$ cat config.mk
export PLATFORM = sky130hd
export DESIGN_NAME = regfile_rob_flat
export DESIGN_NICKNAME = d
export VERILOG_FILES = /design/src/rtl/regfile_rob_if.sv /design/src/rtl/regfile_rob.sv /design/src/flat_wrapper.sv
export SDC_FILE = /design/constraint.sdc
export NUM_CORES = 2
export LEC_CHECK = 0
export ABC_CLOCK_PERIOD_IN_PS = 3570
export CAP_MARGIN = 15
export CORE_MARGIN = 2
export CORE_UTILIZATION = 30
export DETAILED_ROUTE_END_ITERATION = 6
export PLACE_DENSITY = 0.5
export RECOVER_POWER = 25
export REMOVE_ABC_BUFFERS = 1
export SYNTH_ARGS = -nofsm -noshare
export SYNTH_HDL_FRONTEND = slang
export SYNTH_SLANG_ARGS = --single-unit
$ cat constraint.sdc
create_clock -name clk -period 3.57 [get_ports clk]
set_input_delay 0.714 -clock clk [delete_from_list [all_inputs] [get_ports clk]]
set_output_delay 0.714 -clock clk [all_outputs]
set_load 0.02 [all_outputs]
$ cat src/rtl/regfile_rob_if.sv
`default_nettype none
// ============================================================================
// Module   : regfile_rob_if
// Purpose  : Bundles the read, rename, commit and flush signals of the
//            rename-aware register file.
//            master = dispatch/ROB side, slave = register file.
// Signals  : rdEnable/rdAddr -> rdData/rdTag/rdReady/rdValid (1-cycle read)
//            renameEnable/renameIndex/renameTag        (dispatch rename)
//            commitEnable/commitIndex/commitTag/commitData (ROB retire)
//            flush                                     (mispredict recovery)
// Revision : 1.0 - initial release
// ============================================================================
interface regfile_rob_if #(
    parameter int XLEN  = 32,
    parameter int NREG  = 32,
    parameter int TAG_W = 3,
    parameter int NREAD = 2
);
    localparam int RW = (NREG > 1) ? $clog2(NREG) : 1;

    logic                    rdEnable;
    logic [NREAD*RW-1:0]     rdAddr;
    logic [NREAD*XLEN-1:0]   rdData;
    logic [NREAD*TAG_W-1:0]  rdTag;
    logic [NREAD-1:0]        rdReady;
    logic                    rdValid;
    logic                    renameEnable;
    logic [RW-1:0]           renameIndex;
    logic [TAG_W-1:0]        renameTag;
    logic                    commitEnable;
    logic [RW-1:0]           commitIndex;
    logic [TAG_W-1:0]        commitTag;
    logic [XLEN-1:0]         commitData;
    logic                    flush;

    modport master (
        output rdEnable, rdAddr, renameEnable, renameIndex, renameTag,
               commitEnable, commitIndex, commitTag, commitData, flush,
        input  rdData, rdTag, rdReady, rdValid
    );

    modport slave (
        input  rdEnable, rdAddr, renameEnable, renameIndex, renameTag,
               commitEnable, commitIndex, commitTag, commitData, flush,
        output rdData, rdTag, rdReady, rdValid
    );
endinterface
`default_nettype wire

$ cat src/rtl/regfile_rob.sv
`default_nettype none
// ============================================================================
// Module   : regfile_rob
// Purpose  : Architectural register file with per-register busy bit and ROB
//            tag. NREAD registered read ports, one rename and one commit per
//            cycle, flush clears all rename state.
// Ports    : clk    - clock, rising edge
//            rst_n  - asynchronous active-low reset
//            bus    - regfile_rob_if.slave (read/rename/commit/flush)
// Options  : REGFILE_COMMIT_BYPASS_EN - forward a same-cycle matching commit
//            into the read ports (data = commitData, ready = 1).
// Revision : 1.0 - initial release
// ============================================================================
module regfile_rob #(
    parameter int XLEN  = 32,
    parameter int NREG  = 32,
    parameter int TAG_W = 3,
    parameter int NREAD = 2
) (
    input  wire logic   clk,
    input  wire logic   rst_n,
    regfile_rob_if.slave bus
);
    localparam int RW = (NREG > 1) ? $clog2(NREG) : 1;

    logic [XLEN-1:0]  value_q [NREG];
    logic [TAG_W-1:0] tag_q   [NREG];
    logic [NREG-1:0]  busy_q;
    logic             rdValid_q;

    // ------------------------------------------------------------------
    // State update. Entry 0 is never written, so it stays at its reset
    // value. Priority per entry: flush > rename > matching commit, which
    // gives "busy stays set, tag = renameTag" when rename and commit hit
    // the same register in one cycle.
    // ------------------------------------------------------------------
    always_ff @(posedge clk or negedge rst_n) begin
        if (!rst_n) begin
            for (int i = 0; i < NREG; i++) begin
                value_q[i] <= '0;
                tag_q[i]   <= '0;
            end
            busy_q <= '0;
        end else begin
            for (int i = 1; i < NREG; i++) begin
                if (bus.commitEnable && bus.commitIndex == RW'(i))
                    value_q[i] <= bus.commitData;

                if (bus.flush) begin
                    busy_q[i] <= 1'b0;
                end else if (bus.renameEnable && bus.renameIndex == RW'(i)) begin
                    busy_q[i] <= 1'b1;
                    tag_q[i]  <= bus.renameTag;
                end else if (bus.commitEnable && bus.commitIndex == RW'(i) &&
                             busy_q[i] && tag_q[i] == bus.commitTag) begin
                    busy_q[i] <= 1'b0;
                end
            end
        end
    end

    always_ff @(posedge clk or negedge rst_n) begin
        if (!rst_n) rdValid_q <= 1'b0;
        else        rdValid_q <= bus.rdEnable;
    end

    assign bus.rdValid = rdValid_q;

    // ------------------------------------------------------------------
    // Read ports: look up pre-edge state, register on rdEnable and hold.
    // ------------------------------------------------------------------
    for (genvar p = 0; p < NREAD; p++) begin : g_rd
        logic [RW-1:0]    w_addr;
        logic [XLEN-1:0]  w_data;
        logic [TAG_W-1:0] w_tag;
        logic             w_ready;
        logic [XLEN-1:0]  data_q;
        logic [TAG_W-1:0] tagout_q;
        logic             ready_q;

        assign w_addr = bus.rdAddr[p*RW +: RW];

        always_comb begin
            w_data  = value_q[w_addr];
            w_tag   = tag_q[w_addr];
            w_ready = !busy_q[w_addr];
`ifdef REGFILE_COMMIT_BYPASS_EN
            if (bus.commitEnable && bus.commitIndex != '0 &&
                w_addr == bus.commitIndex && busy_q[w_addr] &&
                tag_q[w_addr] == bus.commitTag) begin
                w_data  = bus.commitData;
                w_ready = 1'b1;
            end
`endif
            if (w_addr == '0) begin
                w_data  = '0;
                w_tag   = '0;
                w_ready = 1'b1;
            end
        end

        always_ff @(posedge clk or negedge rst_n) begin
            if (!rst_n) begin
                data_q   <= '0;
                tagout_q <= '0;
                ready_q  <= 1'b0;
            end else if (bus.rdEnable) begin
                data_q   <= w_data;
                tagout_q <= w_tag;
                ready_q  <= w_ready;
            end
        end

        assign bus.rdData[p*XLEN +: XLEN]   = data_q;
        assign bus.rdTag[p*TAG_W +: TAG_W]  = tagout_q;
        assign bus.rdReady[p]               = ready_q;
    end
endmodule
`default_nettype wire

$ cat src/flat_wrapper.sv
// flat-port wrapper written by rule: the top's interface ports become plain ports
module regfile_rob_flat 
#(
    parameter int XLEN  = 32,
    parameter int NREG  = 32,
    parameter int TAG_W = 3,
    parameter int NREAD = 2
)
  (clk, rst_n, bus_rdEnable, bus_rdAddr, bus_renameEnable, bus_renameIndex, bus_renameTag, bus_commitEnable, bus_commitIndex, bus_commitTag, bus_commitData, bus_flush, bus_rdData, bus_rdTag, bus_rdReady, bus_rdValid);
  regfile_rob_if #(.XLEN(XLEN), .NREG(NREG), .TAG_W(TAG_W), .NREAD(NREAD)) bus_i ();
  input  wire logic clk;
  input  wire logic rst_n;
  input wire logic [$bits(bus_i.rdEnable)-1:0] bus_rdEnable;
  input wire logic [$bits(bus_i.rdAddr)-1:0] bus_rdAddr;
  input wire logic [$bits(bus_i.renameEnable)-1:0] bus_renameEnable;
  input wire logic [$bits(bus_i.renameIndex)-1:0] bus_renameIndex;
  input wire logic [$bits(bus_i.renameTag)-1:0] bus_renameTag;
  input wire logic [$bits(bus_i.commitEnable)-1:0] bus_commitEnable;
  input wire logic [$bits(bus_i.commitIndex)-1:0] bus_commitIndex;
  input wire logic [$bits(bus_i.commitTag)-1:0] bus_commitTag;
  input wire logic [$bits(bus_i.commitData)-1:0] bus_commitData;
  input wire logic [$bits(bus_i.flush)-1:0] bus_flush;
  output wire logic [$bits(bus_i.rdData)-1:0] bus_rdData;
  output wire logic [$bits(bus_i.rdTag)-1:0] bus_rdTag;
  output wire logic [$bits(bus_i.rdReady)-1:0] bus_rdReady;
  output wire logic [$bits(bus_i.rdValid)-1:0] bus_rdValid;
  assign bus_i.rdEnable = bus_rdEnable;
  assign bus_i.rdAddr = bus_rdAddr;
  assign bus_i.renameEnable = bus_renameEnable;
  assign bus_i.renameIndex = bus_renameIndex;
  assign bus_i.renameTag = bus_renameTag;
  assign bus_i.commitEnable = bus_commitEnable;
  assign bus_i.commitIndex = bus_commitIndex;
  assign bus_i.commitTag = bus_commitTag;
  assign bus_i.commitData = bus_commitData;
  assign bus_i.flush = bus_flush;
  assign bus_rdData = bus_i.rdData;
  assign bus_rdTag = bus_i.rdTag;
  assign bus_rdReady = bus_i.rdReady;
  assign bus_rdValid = bus_i.rdValid;
  regfile_rob #(.XLEN(XLEN), .NREG(NREG), .TAG_W(TAG_W), .NREAD(NREAD)) u_core (.clk(clk), .rst_n(rst_n), .bus(bus_i));
endmodule
==> out/results.tsv <==
metric	value	unit
cp_slowest_stage_delay	1.38	ns
drive_above_1_share	49.3	%
finalWeightedCongestion	0.802	
hold_class	reg -> reg	
multi_input_area	0.0316	mm^2
setup_viol	0	
synth_compound_area_share	4.47	%
finish.utilization	35.4	%
instances_no_fill	7270	
drv_slew	82	
port-buffer-count	136	
cp_slowest_cell	clkbuf_4	
synth_top_family_by_area	multiplexers	
syn_avg_cell_area	14.9	um^2
yosysTopAreaCell	dfrtp_1	
postRouteAntennaNets	0	
skew	0.0299	ns
dr.pass1.iters	6	
vias	40300	
status	finished with violations	
crit_path_start_kind	input port	
via_per_inst	5.54	
drt-wirelength-per-cell	29.8	um
synth_xor_area_share	1.29	%
synth_cells	4242	
required	4.34	ns
tightest_slew	2.05	ns
holdPathStages	2	
synthToLayoutAreaGrowth	17.3	%
antenna_found_initial	6	
die_w	463	um
relSlewSlack	-36.8	%
synth_edf_count	0	
grtUsageTotal	20.0	%
crit_type	in -> async	
worst-r2r-cell-count	5	
synthAdderAreaFrac	0	%
yosysSeqAreaShare	47.1	%
cp_max_fo	94	
async_flop_share	100	%
grt_max_degree	95	
max_freq	351	MHz
setup.worst_path.end_class	async pin	
mostFrequentLayoutCells	1,189 x dfrtp_1, 1,116 x mux2_2, 527 x mux4_2, 180 x buf_4, 143 x clkbuf_16	
synth.top_cell.area_share	47.1	%
ys_types	48	
core	0.209	mm^2
rsz0062_at_grt	no	
synth_area	0.0631	mm^2
grt_pass1_vias	42200	
cts_max_level	4	
grt_first_pass_wirelength	316	mm
dpl.cell_count	7012	
min_period	2.85	ns
postCtsSetupRepairBufs	0	
ys_ff_latch	1189	
leakagePower	31.2	nW
mostFrequentLayoutCell	dfrtp_1	
rows	168	
synthMuxAreaShare	41.2	%
max-cap-violations	1	
final_hold_viol_count	0	
synth-main-ff-cell	dfrtp_1	
nets	4417	
cts_tree	yes	
die-area	0.214	mm^2
first_iter_violations	3060	
fin_crit_sh	79.7	%
regArea	0.0298	mm^2
overflow	0	
cellPowerDensity	550	mW/mm^2
dieHeight	463	um
cts_root_buffer	clkbuf_16	
dp_hpwl	135	mm
start_util	30.1	%
violations	max-capacitance violations, max-slew violations	
synth_warnings	36	
cts_buffers	139	
worstPathArrival	3.62	ns
clkLatencyLatePin	0.79	ns
vdd_drop_max	0.000538	V
synthTopCellsByArea	dfrtp_1 47%, mux2_2 20%, mux4_2 19%	
yosys.area_share.simple	2.70	%
n_fill_cell	20100	
drc	0	
clk_path_buf_depth	3	
ioPinCount	137	
clock-sinks	1189	
clk_pin_slew	0.06	ns
crit_chain	dlygate4sd3_1, clkbuf_4, clkbuf_1	
routed_wl	216	mm
cell families (layout without fill, tap and decap cells):
| family | after synthesis | count (layout) |
|---|---|---|
| other | 0 | 3 |
| buffers and inverters | 456 | 676 |
| AOI/OAI and AO/OA | 357 | 357 |
| xor gates and xnor gates | 93 | 93 |
| and+or+nand+nor | 355 | 355 |
| muxes | 1792 | 1792 |
| DFF | 1189 | 1189 |
state kept, by name, indices dropped and copies added, names as in the netlist:
signal / flops
u_core.busy_q: 31
u_core.g_rd.data_q: 64
u_core.g_rd.tagout_q: 6
u_core.value_q: 992
u_core.bus.rdValid: 1
u_core.tag_q: 93
u_core.g_rd.ready_q: 2
per-stage QoR:
| stage | power [mW] | TNS (ns) | hold slack, ns | area [um^2] | setup slack, ns |
|---|---|---|---|---|---|
| 2_1_floorplan | 22.9 | -17.86 | 0.418 | 61100 | -0.273 |
| 3_5_place_dp | 26.3 | 0 | 0.473 | 69400 | 0.216 |
| 6_report | 40.7 | 0 | 0.491 | 74000 | 0.725 |
| 4_1_cts | 41.1 | 0 | 0.496 | 74000 | 0.745 |
| 5_1_grt | 42.5 | 0 | 0.524 | 74000 | 0.473 |
| 3_3_place_gp | 26.1 | 0 | 0.486 | 69400 | 0.222 |
path summary, 6_finish.rpt:
path / start / to / slack, ns
max: rst_n / u_core.value_q[888]$_DFFE_PN0P_ / 0.72
min: u_core.g_rd[1].data_q[20]$_DFFE_PN0P_ / u_core.g_rd[1].data_q[20]$_DFFE_PN0P_ / 0.49
max reg2reg: u_core.value_q[730]$_DFFE_PN0P_ / u_core.g_rd[0].data_q[26]$_DFFE_PN0P_ / 1.53
min reg2reg: u_core.g_rd[1].data_q[20]$_DFFE_PN0P_ / u_core.g_rd[1].data_q[20]$_DFFE_PN0P_ / 0.49
max in group clk: u_core.g_rd[0].data_q[7]$_DFFE_PN0P_ / bus_rdData[7] / 0.89
min in group asynchronous: rst_n / u_core.value_q[210]$_DFFE_PN0P_ / 1.05
worst max-delay path: cells and delay by family:
kind / cells / cell delay (ns)
buffers and inverters: 3 / 2.70
area by class of cell:
type                    instances  share of cell area, %
flip-flops and latches       1189                   40.2
diodes                          3                 0.0101
well taps                    2805                   4.74
multi-input cells            2597                   42.7
clock inverters                42                  0.712
inverters                       5                 0.0287
repair buffers                421                   6.10
clock buffers                 208                   5.54
power by group:
group | switching, mW | internal (mW) | leakage, nW
logic | 3.21 | 4.91 | 13.6
clock network | 6.11 | 8.49 | 2.26
registers | 1.97 | 16.0 | 15.3
repair_timing:
item / CTS / global route
hold buffers: 1 / 0
hold endpoints to repair: 47 / 0
gates resized for setup: 0 / 0
setup endpoints to repair: 0 / 0
layer usage:
layer  GRT usage, %  share of wire, %  up-vias
li1               -                 -    16700
met1           27.3                44    22300
met2           33.2                49     1060
met3           2.86               4.6      279
met4           5.39               2.6        0
met5              0                 0        -
synthesized netlist by cell type, drive strengths merged, types with 26 or more instances:
| cell | n |
|---|---|
| dfrtp | 1189 |
| mux2 | 1176 |
| mux4 | 527 |
| clkbuf | 249 |
| buf | 202 |
| nand2 | 115 |
| mux2i | 89 |
| nor2 | 81 |
| nor2b | 59 |
| a211oi | 56 |
| a221oi | 51 |
| a221o | 50 |
| xnor2 | 48 |
| xor2 | 45 |
| o21ai | 33 |
| a2111oi | 31 |
| a21oi | 31 |
| a22oi | 27 |
| nor3 | 27 |
| a22o | 26 |
Power figures use the tool's default switching activity.
